**src/rtl/hilo_mult_unit.sv**
```systemverilog
`default_nettype none
// ============================================================================
// Module      : hilo_mult_unit
// Description : Multi-cycle multiply / multiply-accumulate unit that owns the
//               HI/LO register pair. Sits beside the main ALU in EX. It is
//               driven by the 5-bit ALUOp code from ALU control, and has a
//               Start/Busy/Done handshake so the hazard unit can stall the
//               pipeline.
//               Supported ALUOp codes:
//                 26 multu, 30 madd, 29 msub, 31 mul,
//                 17 mthi, 19 mtlo, 28 mfhi, 27 mflo.
//               Optional macro MULT_SIGNED_EN: ALUOp 25 becomes signed mult.
//               Without the macro, ALUOp 25 is handled as an unsupported code.
// Parameters  : BITS_PER_CYCLE - multiplier bits retired per iteration
//               (1, 2 or 4). The iteration count is 32/BITS_PER_CYCLE.
// Ports       : Clk    - clock, rising edge
//               Reset  - synchronous, active-high reset
//               Start  - operation request (sampled only in IDLE)
//               ALUOp  - operation code
//               A, B   - operands (rs multiplicand / rt multiplier)
//               Result - registered GPR result (mul/mfhi/mflo)
//               HI, LO - HI/LO registers
//               Busy   - a multiply-class op is in flight
//               Done   - one-cycle completion pulse
// Revision    : 1.0 - initial release
// ============================================================================
module hilo_mult_unit #(
  parameter int BITS_PER_CYCLE = 1
) (
  input  logic        Clk,
  input  logic        Reset,
  input  logic        Start,
  input  logic [4:0]  ALUOp,
  input  logic [31:0] A,
  input  logic [31:0] B,
  output logic [31:0] Result,
  output logic [31:0] HI,
  output logic [31:0] LO,
  output logic        Busy,
  output logic        Done
);

  localparam int         N        = 32 / BITS_PER_CYCLE;
  localparam logic [4:0] LAST_CNT = 5'(N - 1);

  localparam logic [4:0] OP_MTHI  = 5'd17;
  localparam logic [4:0] OP_MTLO  = 5'd19;
  localparam logic [4:0] OP_MULT  = 5'd25;
  localparam logic [4:0] OP_MULTU = 5'd26;
  localparam logic [4:0] OP_MFLO  = 5'd27;
  localparam logic [4:0] OP_MFHI  = 5'd28;
  localparam logic [4:0] OP_MSUB  = 5'd29;
  localparam logic [4:0] OP_MADD  = 5'd30;
  localparam logic [4:0] OP_MUL   = 5'd31;

  typedef enum logic [1:0] {
    S_IDLE   = 2'd0,
    S_MUL    = 2'd1,
    S_FINISH = 2'd2
  } state_t;

  state_t      state_q,  state_d;
  logic [4:0]  cnt_q,    cnt_d;
  logic [4:0]  op_q,     op_d;
  logic        neg_q,    neg_d;
  logic [63:0] mcand_q,  mcand_d;
  logic [31:0] mplier_q, mplier_d;
  logic [63:0] acc_q,    acc_d;
  logic [31:0] hi_q,     hi_d;
  logic [31:0] lo_q,     lo_d;
  logic [31:0] result_q, result_d;
  logic        busy_q,   busy_d;
  logic        done_q,   done_d;

  logic        w_mul_class;
  logic        w_signed_op;
  logic [31:0] w_a_mag;
  logic [31:0] w_b_mag;
  logic [63:0] w_digit;
  logic [63:0] w_prod;

  // Decode of the incoming opcode (only meaningful in IDLE).
  always_comb begin
    w_mul_class = 1'b0;
    w_signed_op = 1'b0;
    case (ALUOp)
      OP_MULTU:                  w_mul_class = 1'b1;
      OP_MADD, OP_MSUB, OP_MUL: begin
        w_mul_class = 1'b1;
        w_signed_op = 1'b1;
      end
`ifdef MULT_SIGNED_EN
      OP_MULT: begin
        w_mul_class = 1'b1;
        w_signed_op = 1'b1;
      end
`endif
      default: ;
    endcase
  end

  // Signed ops run on magnitudes. -0x80000000 wraps to 0x80000000, which is
  // exactly the correct unsigned magnitude 2^31.
  assign w_a_mag = (w_signed_op && A[31]) ? -A : A;
  assign w_b_mag = (w_signed_op && B[31]) ? -B : B;

  // Next multiplier digit, zero-extended so the partial product is 64 bits.
  assign w_digit = 64'(mplier_q[BITS_PER_CYCLE-1:0]);

  // Final signed product: negate the magnitude product when signs differ.
  assign w_prod  = neg_q ? -acc_q : acc_q;

  always_comb begin
    state_d  = state_q;
    cnt_d    = cnt_q;
    op_d     = op_q;
    neg_d    = neg_q;
    mcand_d  = mcand_q;
    mplier_d = mplier_q;
    acc_d    = acc_q;
    hi_d     = hi_q;
    lo_d     = lo_q;
    result_d = result_q;
    busy_d   = busy_q;
    done_d   = 1'b0;

    case (state_q)
      S_IDLE: begin
        if (Start) begin
          if (w_mul_class) begin
            op_d     = ALUOp;
            neg_d    = w_signed_op & (A[31] ^ B[31]);
            mcand_d  = {32'd0, w_a_mag};
            mplier_d = w_b_mag;
            acc_d    = 64'd0;
            cnt_d    = 5'd0;
            busy_d   = 1'b1;
            state_d  = S_MUL;
          end else begin
            done_d = 1'b1;
            case (ALUOp)
              OP_MTHI: hi_d     = A;
              OP_MTLO: lo_d     = A;
              OP_MFHI: result_d = hi_q;
              OP_MFLO: result_d = lo_q;
              default: result_d = 32'd0;
            endcase
          end
        end
      end

      S_MUL: begin
        acc_d    = acc_q + (mcand_q * w_digit);
        mcand_d  = mcand_q << BITS_PER_CYCLE;
        mplier_d = mplier_q >> BITS_PER_CYCLE;
        cnt_d    = cnt_q + 5'd1;
        if (cnt_q == LAST_CNT) begin
          state_d = S_FINISH;
        end
      end

      S_FINISH: begin
        busy_d  = 1'b0;
        done_d  = 1'b1;
        state_d = S_IDLE;
        case (op_q)
          OP_MADD: {hi_d, lo_d} = {hi_q, lo_q} + w_prod;
          OP_MSUB: {hi_d, lo_d} = {hi_q, lo_q} - w_prod;
          OP_MUL:  result_d     = w_prod[31:0];
          default: {hi_d, lo_d} = w_prod;   // multu (and mult when enabled)
        endcase
      end

      default: begin
        busy_d  = 1'b0;
        state_d = S_IDLE;
      end
    endcase
  end

  always_ff @(posedge Clk) begin
    if (Reset) begin
      state_q  <= S_IDLE;
      cnt_q    <= 5'd0;
      op_q     <= 5'd0;
      neg_q    <= 1'b0;
      mcand_q  <= 64'd0;
      mplier_q <= 32'd0;
      acc_q    <= 64'd0;
      hi_q     <= 32'd0;
      lo_q     <= 32'd0;
      result_q <= 32'd0;
      busy_q   <= 1'b0;
      done_q   <= 1'b0;
    end else begin
      state_q  <= state_d;
      cnt_q    <= cnt_d;
      op_q     <= op_d;
      neg_q    <= neg_d;
      mcand_q  <= mcand_d;
      mplier_q <= mplier_d;
      acc_q    <= acc_d;
      hi_q     <= hi_d;
      lo_q     <= lo_d;
      result_q <= result_d;
      busy_q   <= busy_d;
      done_q   <= done_d;
    end
  end

  assign Result = result_q;
  assign HI     = hi_q;
  assign LO     = lo_q;
  assign Busy   = busy_q;
  assign Done   = done_q;

endmodule
`default_nettype wire

```
**config.mk**
```make
export PLATFORM = sky130hd
export DESIGN_NAME = hilo_mult_unit
export DESIGN_NICKNAME = d
export VERILOG_FILES = /design/src/rtl/hilo_mult_unit.sv
export SDC_FILE = /design/constraint.sdc
export NUM_CORES = 1
export LEC_CHECK = 0
export BUFFER_PORTS_ARGS = -buffer_cell sky130_fd_sc_hd__buf_2
export CAP_MARGIN = 20
export CORE_MARGIN = 8
export CORE_UTILIZATION = 36
export DETAILED_ROUTE_END_ITERATION = 7
export PLACE_DENSITY_LB_ADDON = 0.12
export SLEW_MARGIN = 5
export SYNTH_ARGS = -nofsm -noshare
export SYNTH_HDL_FRONTEND = slang
export SYNTH_SLANG_ARGS = --single-unit
export TNS_END_PERCENT = 10
```
**constraint.sdc**
```tcl
create_clock -name Clk -period 12 [get_ports Clk]
set_input_delay 0.6 -clock Clk [delete_from_list [all_inputs] [get_ports Clk]]
set_output_delay 0.6 -clock Clk [all_outputs]
set_load 0.02 [all_outputs]
```
==> flow_summary_export.csv, run 1 <==
group,metric,value,unit
run_status,status,"complete, no violations",
timing,setup_viol_count_final,0,
clocking,postCtsHoldBufs,0,
placed_design,post-dp-hpwl,86.75,mm
logic_synthesis,ys_types,87,
worst_hold_path,holdPathStages,3,
cells_and_area,drive_gt1_share,9.184,%
logic_synthesis,yosysWarnings,0,
power,pwr-share-comb,11.0,%
critical_path,end_kind,"flip-flop",
critical_path,cp_slowest_stage_delay,0.57,ns
logic_synthesis,async_flop_share,0,%
timing,rsz0062_at_grt,"no",
critical_path,crit_cells,20,
logic_synthesis,synth_edf_count,0,
clocking,clockBufferDepth,3,
route,vias_per_cell,6.283,
logic_synthesis,synth.most_common_cell,"a21oi_1",
floorplan,start_util,36.10,%
critical_path,arrival,6.76,ns
route,met3_length,10.93,mm
logic_synthesis,synth_common_cells,"416 x a21oi_1, 323 x nor2_1, 277 x nand2_1",
timing,setup_ws,5.722,ns
route,wl_met1,51.33,mm
flow_run,maxCapViolCount,0,
timing,fmax,159.3,MHz
timing,hold_viol,0,
logic_synthesis,ys_seq_area_share,20.74,%
critical_path,worstPathMaxFanout,15,
critical_path,crit_buf_inv,2,
placed_design,pre_cts_ws,5.783,ns
clocking,htree_num_levels,2,
power,p_leak,12.13,nW
critical_path,critPathTopFamily,"simple AND/OR/NAND/NOR gates",
logic_synthesis,synth_top_area_share,20.74,%
clocking,cts_tree,"done",
placed_design,port_buffers,169,
clocking,cts_buffers,38,
grt,grtUsageTotal,26.83,%
route,drt_iter0_markers,3289,
cells_and_area,multiInputGateArea,0.01925,mm2
logic_synthesis,synth_ff_type,"dfxtp_1",
grt,grt_antenna_before_repair,12,
power,p_switching,0.0006872,W
logic_synthesis,ys_ff_latch,271,
logic_synthesis,synth_area_leaders,"dfxtp_1 21%, ha_1 9.2%, a21oi_1 8.0%, nor2_1 4.6%, xnor2_1 4.5%",
route,drtAntennaViolNets,0,
logic_synthesis,syn_avg_cell_area,7.297,um2
power,p_clk_share,50.6,%
timing,min_period,6.278,ns
timing,slew_headroom,24.18,%
cells_and_area,fillers,7625,
route,wl_met2,46.99,mm
timing,worst_pin_slew,1.137,ns
route,dr.pass1.iters,6,
placed_design,gp_congestion,1.027,
timing,setup_tns,0,ns
cells_and_area,final_nets,3842,
clocking,clock-root-buffer,"clkbuf_16",
timing,finalCritPeriodShare,52.32,%
worst_hold_path,hold_path_class,"primary input to flip-flop",
cells_and_area,syn_to_final_growth,10.60,%
critical_path,cp-start-kind,"flip-flop",
route,routed_wl,115.5,mm
clocking,clkSinkCount,271,
route,num_vias,28702,
critical_path,worstRegToRegCells,20,
route,routed.top_layer,"met5",
logic_synthesis,synthCells,3585,
logic_synthesis,synth_nets,3853,
floorplan,io_pins,170,
route,wl_per_cell,25.28,um
timing,drv_slew,0,
power,p_seq_share,38.3,%
floorplan,floorplan.rows,99,
floorplan,core,0.07246,mm2
power,p_int,0.001708,W
cells_and_area,seqCellArea,0.005426,mm2
grt,grt_pass1_wl,172.6,mm
power,power_density,82.79,mW/mm2
timing,fin_skew,0.03117,ns
logic_synthesis,synth_area,0.02616,mm2
critical_path,critical_path_required,12.48,ns
critical_path,crit_chain,"nor4_4, nand4_2, nor2_1, nand2_1, o41ai_1, xor2_1, inv_1, ha_1, inv_1, nor3_1, and4_1, nor2b_1, nand2b_1, or4_1, a211oi_1, nor2b_1, o21ai_0, mux2i_1, o2111ai_1, a22o_1",
route,drc,0,
clocking,clkTransAtPathRegs,0.06,ns
grt,grt_max_degree,157,
clocking,clk_latency,0.59,ns
grt,first_global_vias,26816,
floorplan,fp.dieW,285.6,um
power,p_sw_share,28.69,%
floorplan,die_area,0.08155,mm2
grt,grt_overflow,0,
logic_synthesis,yosysTopAreaCell,"dfxtp_1",
clocking,cts.repair.resized,0,
floorplan,die-height,285.6,um
power,ir_worst_vdd,0.00008286,V
critical_path,worst-setup-path-type,"flip-flop to flip-flop",
clocking,cts_setup_buffers,0,
critical_path,slowest_stage,"ha_1",
-- registers in the layout (all words and copies together) (netlist names) --
name,count
Done,1
state_q,2
mplier_q,32
mcand_q,64
LO,32
cnt_q,5
Result,32
op_q,5
neg_q,1
acc_q,64
Busy,1
HI,32
-- power by group through the flow --
stage | registers, W | clock network [W] | logic, W
6_report | 0.000918 | 0.00121 | 0.000265
5_1_grt | 0.000919 | 0.00128 | 0.000280
4_1_cts | 0.000918 | 0.00124 | 0.000259
3_5_place_dp | 0.000938 | 0 | 0.000258
3_3_place_gp | 0.000938 | 0 | 0.000259
2_1_floorplan | 0.000935 | 0 | 0.000151
-- worst register-to-register path, stage by stage, from the launching register on --
cell,delay [ns]
dfxtp_1,0.40
nor4_4,0.49
nand4_2,0.36
nor2_1,0.43
nand2_1,0.15
o41ai_1,0.39
xor2_1,0.31
inv_1,0.08
ha_1,0.57
inv_1,0.19
nor3_1,0.33
and4_1,0.31
nor2b_1,0.20
nand2b_1,0.09
or4_1,0.57
a211oi_1,0.35
nor2b_1,0.16
o21ai_0,0.23
mux2i_1,0.20
o2111ai_1,0.14
a22o_1,0.26
-- cells by family (layout without fill, tap and decap cells) --
logic type | Yosys count | in the layout | share of synthesized area (%)
flops | 271 | 271 | 20.74
buf+inv | 418 | 437 | 6.012
xor+xnor | 209 | 209 | 7.026
compound gates | 1391 | 1391 | 36.06
simple gates | 1083 | 1083 | 20.05
other cells | 0 | 5 | 0
mux | 17 | 17 | 0.6600
fa+ha+maj | 196 | 196 | 9.461
-- through the flow --
step	utilization [%]	hold slack (ns)	cell area [um2]	instances	total power (W)
6_report	39.93	0.3362	28930	4568	0.002396
4_1_cts	39.91	0.3135	28920	4563	0.002420
3_5_place_dp	38.11	0.4485	27620	4493	0.001195
2_1_floorplan	-	0.4316	26160	3585	0.001086
3_3_place_gp	38.11	0.4439	27620	4493	0.001197
5_1_grt	39.92	0.3362	28930	4565	0.002478
-- path summary, 6_finish.rpt --
check                            startpoint           to  slack, ns
worst min register to register  mplier_q[3]  mplier_q[2]       0.45
worst min-delay path               ALUOp[1]      op_q[1]       0.34
worst max-delay path               acc_q[2]       HI[17]       5.72
worst max register to register     acc_q[2]       HI[17]       5.72
-- layout make-up --
class | count | share of cell area (%)
multi-input combinational | 2896 | 66.53
sequential | 271 | 18.75
tap | 959 | 4.147
timing repair buffer | 205 | 3.922
clock buffer | 52 | 3.715
inverter | 162 | 2.102
clock inverter | 18 | 0.7914
antenna | 5 | 0.04324
-- cells in the final DEF, fill, tap and decap left out, drive strengths merged, types with 71 or more instances in the layout --
cell      n
a21oi   416
nor2    323
nand2   277
dfxtp   271
buf     205
ha      193
o21ai   173
inv     166
xnor2   134
a21o     88
a22oi    88
a211oi   79
xor2     75
and2     74
nor3     74
a221oi   71
-- metal layers --
metal  vias up  GRT usage, %
li1      13370             -
met2      1311         38.61
met1     13720         37.82
met4        14         12.55
met3       287         5.641
met5         -             0
Note: power is estimated with default switching activity, not from simulation.
==> run 2: changes to the inputs <==
clock period = 5.61 ns   (was 12 ns; I/O delays follow)
==> run 2 against run 1 <==
  * Core utilization up 2.2 points
  * Cell count up 4.4%
  * Via count up 2.1%
  * Power up 110%
  * Clock skew up 0.016 ns
  * Sequential power up 110%
  * Clock power up 99%
  * Non-clock buffer count up 208
  * Worst hold slack worse by 0.32 ns
  * Routed wire length up 3.8%
  * Global-route usage up 1.0 points
  * Cell area up 5.6%
  * Highest routed layer unchanged
==> flow_summary_export.csv, run 2 (synthesized netlist as in run 1, its figures left out) <==
group,metric,value,unit
critical_path,critical_path_required,6.11,ns
worst_hold_path,holdPathEnd,"mplier_q[22]",
placed_design,port_buffers,169,
critical_path,worstPathMaxFanout,9,
grt,grt_antenna_before_repair,6,
grt,use_met3,4.903,%
timing,finalCritPeriodShare,96.10,%
floorplan,floorplan.rows,99,
timing,drv_slew,0,
clocking,clkSinkCount,271,
power,p_leak,13.20,nW
floorplan,die_area,0.08155,mm2
critical_path,arrival,5.89,ns
critical_path,timing.rr.end,"HI[18]",
floorplan,start_util,36.10,%
route,drc,0,
grt,grt_overflow,0,
critical_path,crit_chain,"nor4_4, buf_4, nand2_1, o41ai_2, xor2_1, buf_4, inv_1, ha_1, buf_4, nor3_1, o21ai_0, a31oi_1, a211oi_1, o22a_1, nand4bb_1, and4b_4, o31a_1, o21ai_2, buf_4, a21oi_1, or4_1, o311ai_1",
clocking,htree_num_levels,2,
critical_path,worst-setup-path-type,"flip-flop to flip-flop",
grt,grt_busiest_layer,"met2",
critical_path,r2r_slack,0.22,ns
clocking,clk_latency,0.60,ns
clocking,cts_tree,"done",
power,power_density,163.1,mW/mm2
timing,worst_pin_slew,1.014,ns
cells_and_area,mostFrequentLayoutCells,"415 x a21oi_1, 317 x nor2_1, 277 x nand2_1",
cells_and_area,final_nets,4049,
clocking,clkTransAtPathRegs,0.06,ns
floorplan,fp.dieW,285.6,um
critical_path,end_kind,"flip-flop",
route,num_vias,29306,
power,ir_worst_vdd,0.0001841,V
route,routed_wl,119.9,mm
timing,hold_viol,0,
clocking,clock-root-buffer,"clkbuf_16",
timing,fmax,185.5,MHz
floorplan,die-height,285.6,um
timing,fin_skew,0.04765,ns
route,dr.pass1.iters,6,
floorplan,io_pins,170,
cells_and_area,stdcell_area,0.03056,mm2
floorplan,core,0.07246,mm2
grt,met1_usage,39.32,%
grt,first_global_vias,27400,
timing,setup_viol_count_final,0,
cells_and_area,drive_gt1_share,14.71,%
clocking,clockBufferDepth,3,
critical_path,worstRegToRegCells,22,
worst_hold_path,holdPathStages,4,
grt,grt_pass1_wl,178.1,mm
clocking,cts_buffers,37,
critical_path,slowest_stage,"or4_1",
placed_design,gp_congestion,1.022,
critical_path,cp-start-kind,"flip-flop",
timing,holdWs,0.01941,ns
worst_hold_path,hold_path_class,"primary input to flip-flop",
cells_and_area,mostFrequentLayoutCell,"a21oi_1",
cells_and_area,syn_to_final_growth,16.82,%
route,drt_iter0_markers,2817,
critical_path,cp_slowest_stage_delay,0.53,ns
placed_design,post-dp-hpwl,92.24,mm
placed_design,dpl-instance-area,0.02912,mm2
route,vias_per_cell,6.148,
timing,min_period,5.391,ns
cells_and_area,top_regs,"acc_q (64), mcand_q (64)",
grt,grt_use_met2,41.13,%
critical_path,reg2reg_from,"acc_q[5]",
flow_run,maxCapViolCount,0,
timing,slew_headroom,32.40,%
route,drtAntennaViolNets,0,
critical_path,path_common_cell,"buf_4",
worst_hold_path,hold_start,"B[22]",
power,p_total,0.004984,W
grt,grtUsageTotal,27.86,%
route,wl_per_cell,25.14,um
run_status,status,"complete, no violations",
grt,grt_max_degree,76,
timing,rsz0062_at_grt,"yes",
[run 2: changes by cell type in the layout (fill, tap and decap cells not counted), moves of 4 or more]
cell / change
o21ai_1: +4
o41ai_1: -6
o21ai_0: -4
diode_2: -4
buf_4: +207
o41ai_2: +6
[run 2: power breakdown]
part           switching (W)  internal [W]
sequential         0.0000214       0.00194
combinational       0.000405      0.000201
clock                0.00101       0.00140
[run 2: worst max-delay path, delay by kind of cell (launching register included)]
kind	cells	cell delay (ns)
flops	1	0.38
compound gates	9	1.73
xor+xnor	1	0.43
fa+ha+maj	1	0.28
buf+inv	5	0.76
simple gates	6	1.72
[run 2: final cells by class]
cell class	instances	area, um2
Fill cell	7661	41900
Clock buffer	53	1087
Antenna cell	1	2.502
Inverter	162	608.1
Tap cell	959	1200
Timing Repair Buffer	413	2699
Multi-Input combinational cell	2896	19420
Clock inverter	12	120.1
Sequential cell	271	5426
[run 2: worst max-delay path by stage]
stage                     startpoint      to  cells after the start
after floorplan                neg_q  HI[30]                     22
after global placement      acc_q[2]  HI[11]                     21
after detailed placement    acc_q[8]  HI[30]                     20
after CTS                   acc_q[2]  HI[11]                     21
after global routing        acc_q[5]  HI[31]                     23
final                       acc_q[5]  HI[18]                     22
[run 2: repair_timing]
| action | CTS | global route |
|---|---|---|
| endpoints found under the hold margin | 1 | 0 |
| hold buffers | 1 | 0 |
| setup endpoints to repair | 1 | 20 |
| buffers inserted | 1 | 5 |
| pin swaps | 1 | 8 |
| gates resized for setup | 1 | 31 |
[run 2: routing by layer]
metal | vias to the layer above | wire (um)
met4 | 8 | 6160
met3 | 234 | 10410
li1 | 13804 | -
met1 | 13949 | 53940
met5 | - | 51
met2 | 1311 | 49290
[run 2: metrics by stage]
| stage | utilization [%] | setup TNS [ns] | worst slack (ns) | instances |
|---|---|---|---|---|
| 6_report | 42.17 | 0 | 0.2191 | 4767 |
| 5_1_grt | 42.17 | -0.08879 | -0.04819 | 4766 |
| 4_1_cts | 41.89 | 0 | 0.1214 | 4761 |
| 3_5_place_dp | 40.19 | 0 | 0.03931 | 4694 |
| 3_3_place_gp | 40.19 | 0 | 0.1623 | 4694 |
| 2_1_floorplan | - | 0 | 0.3758 | 3585 |
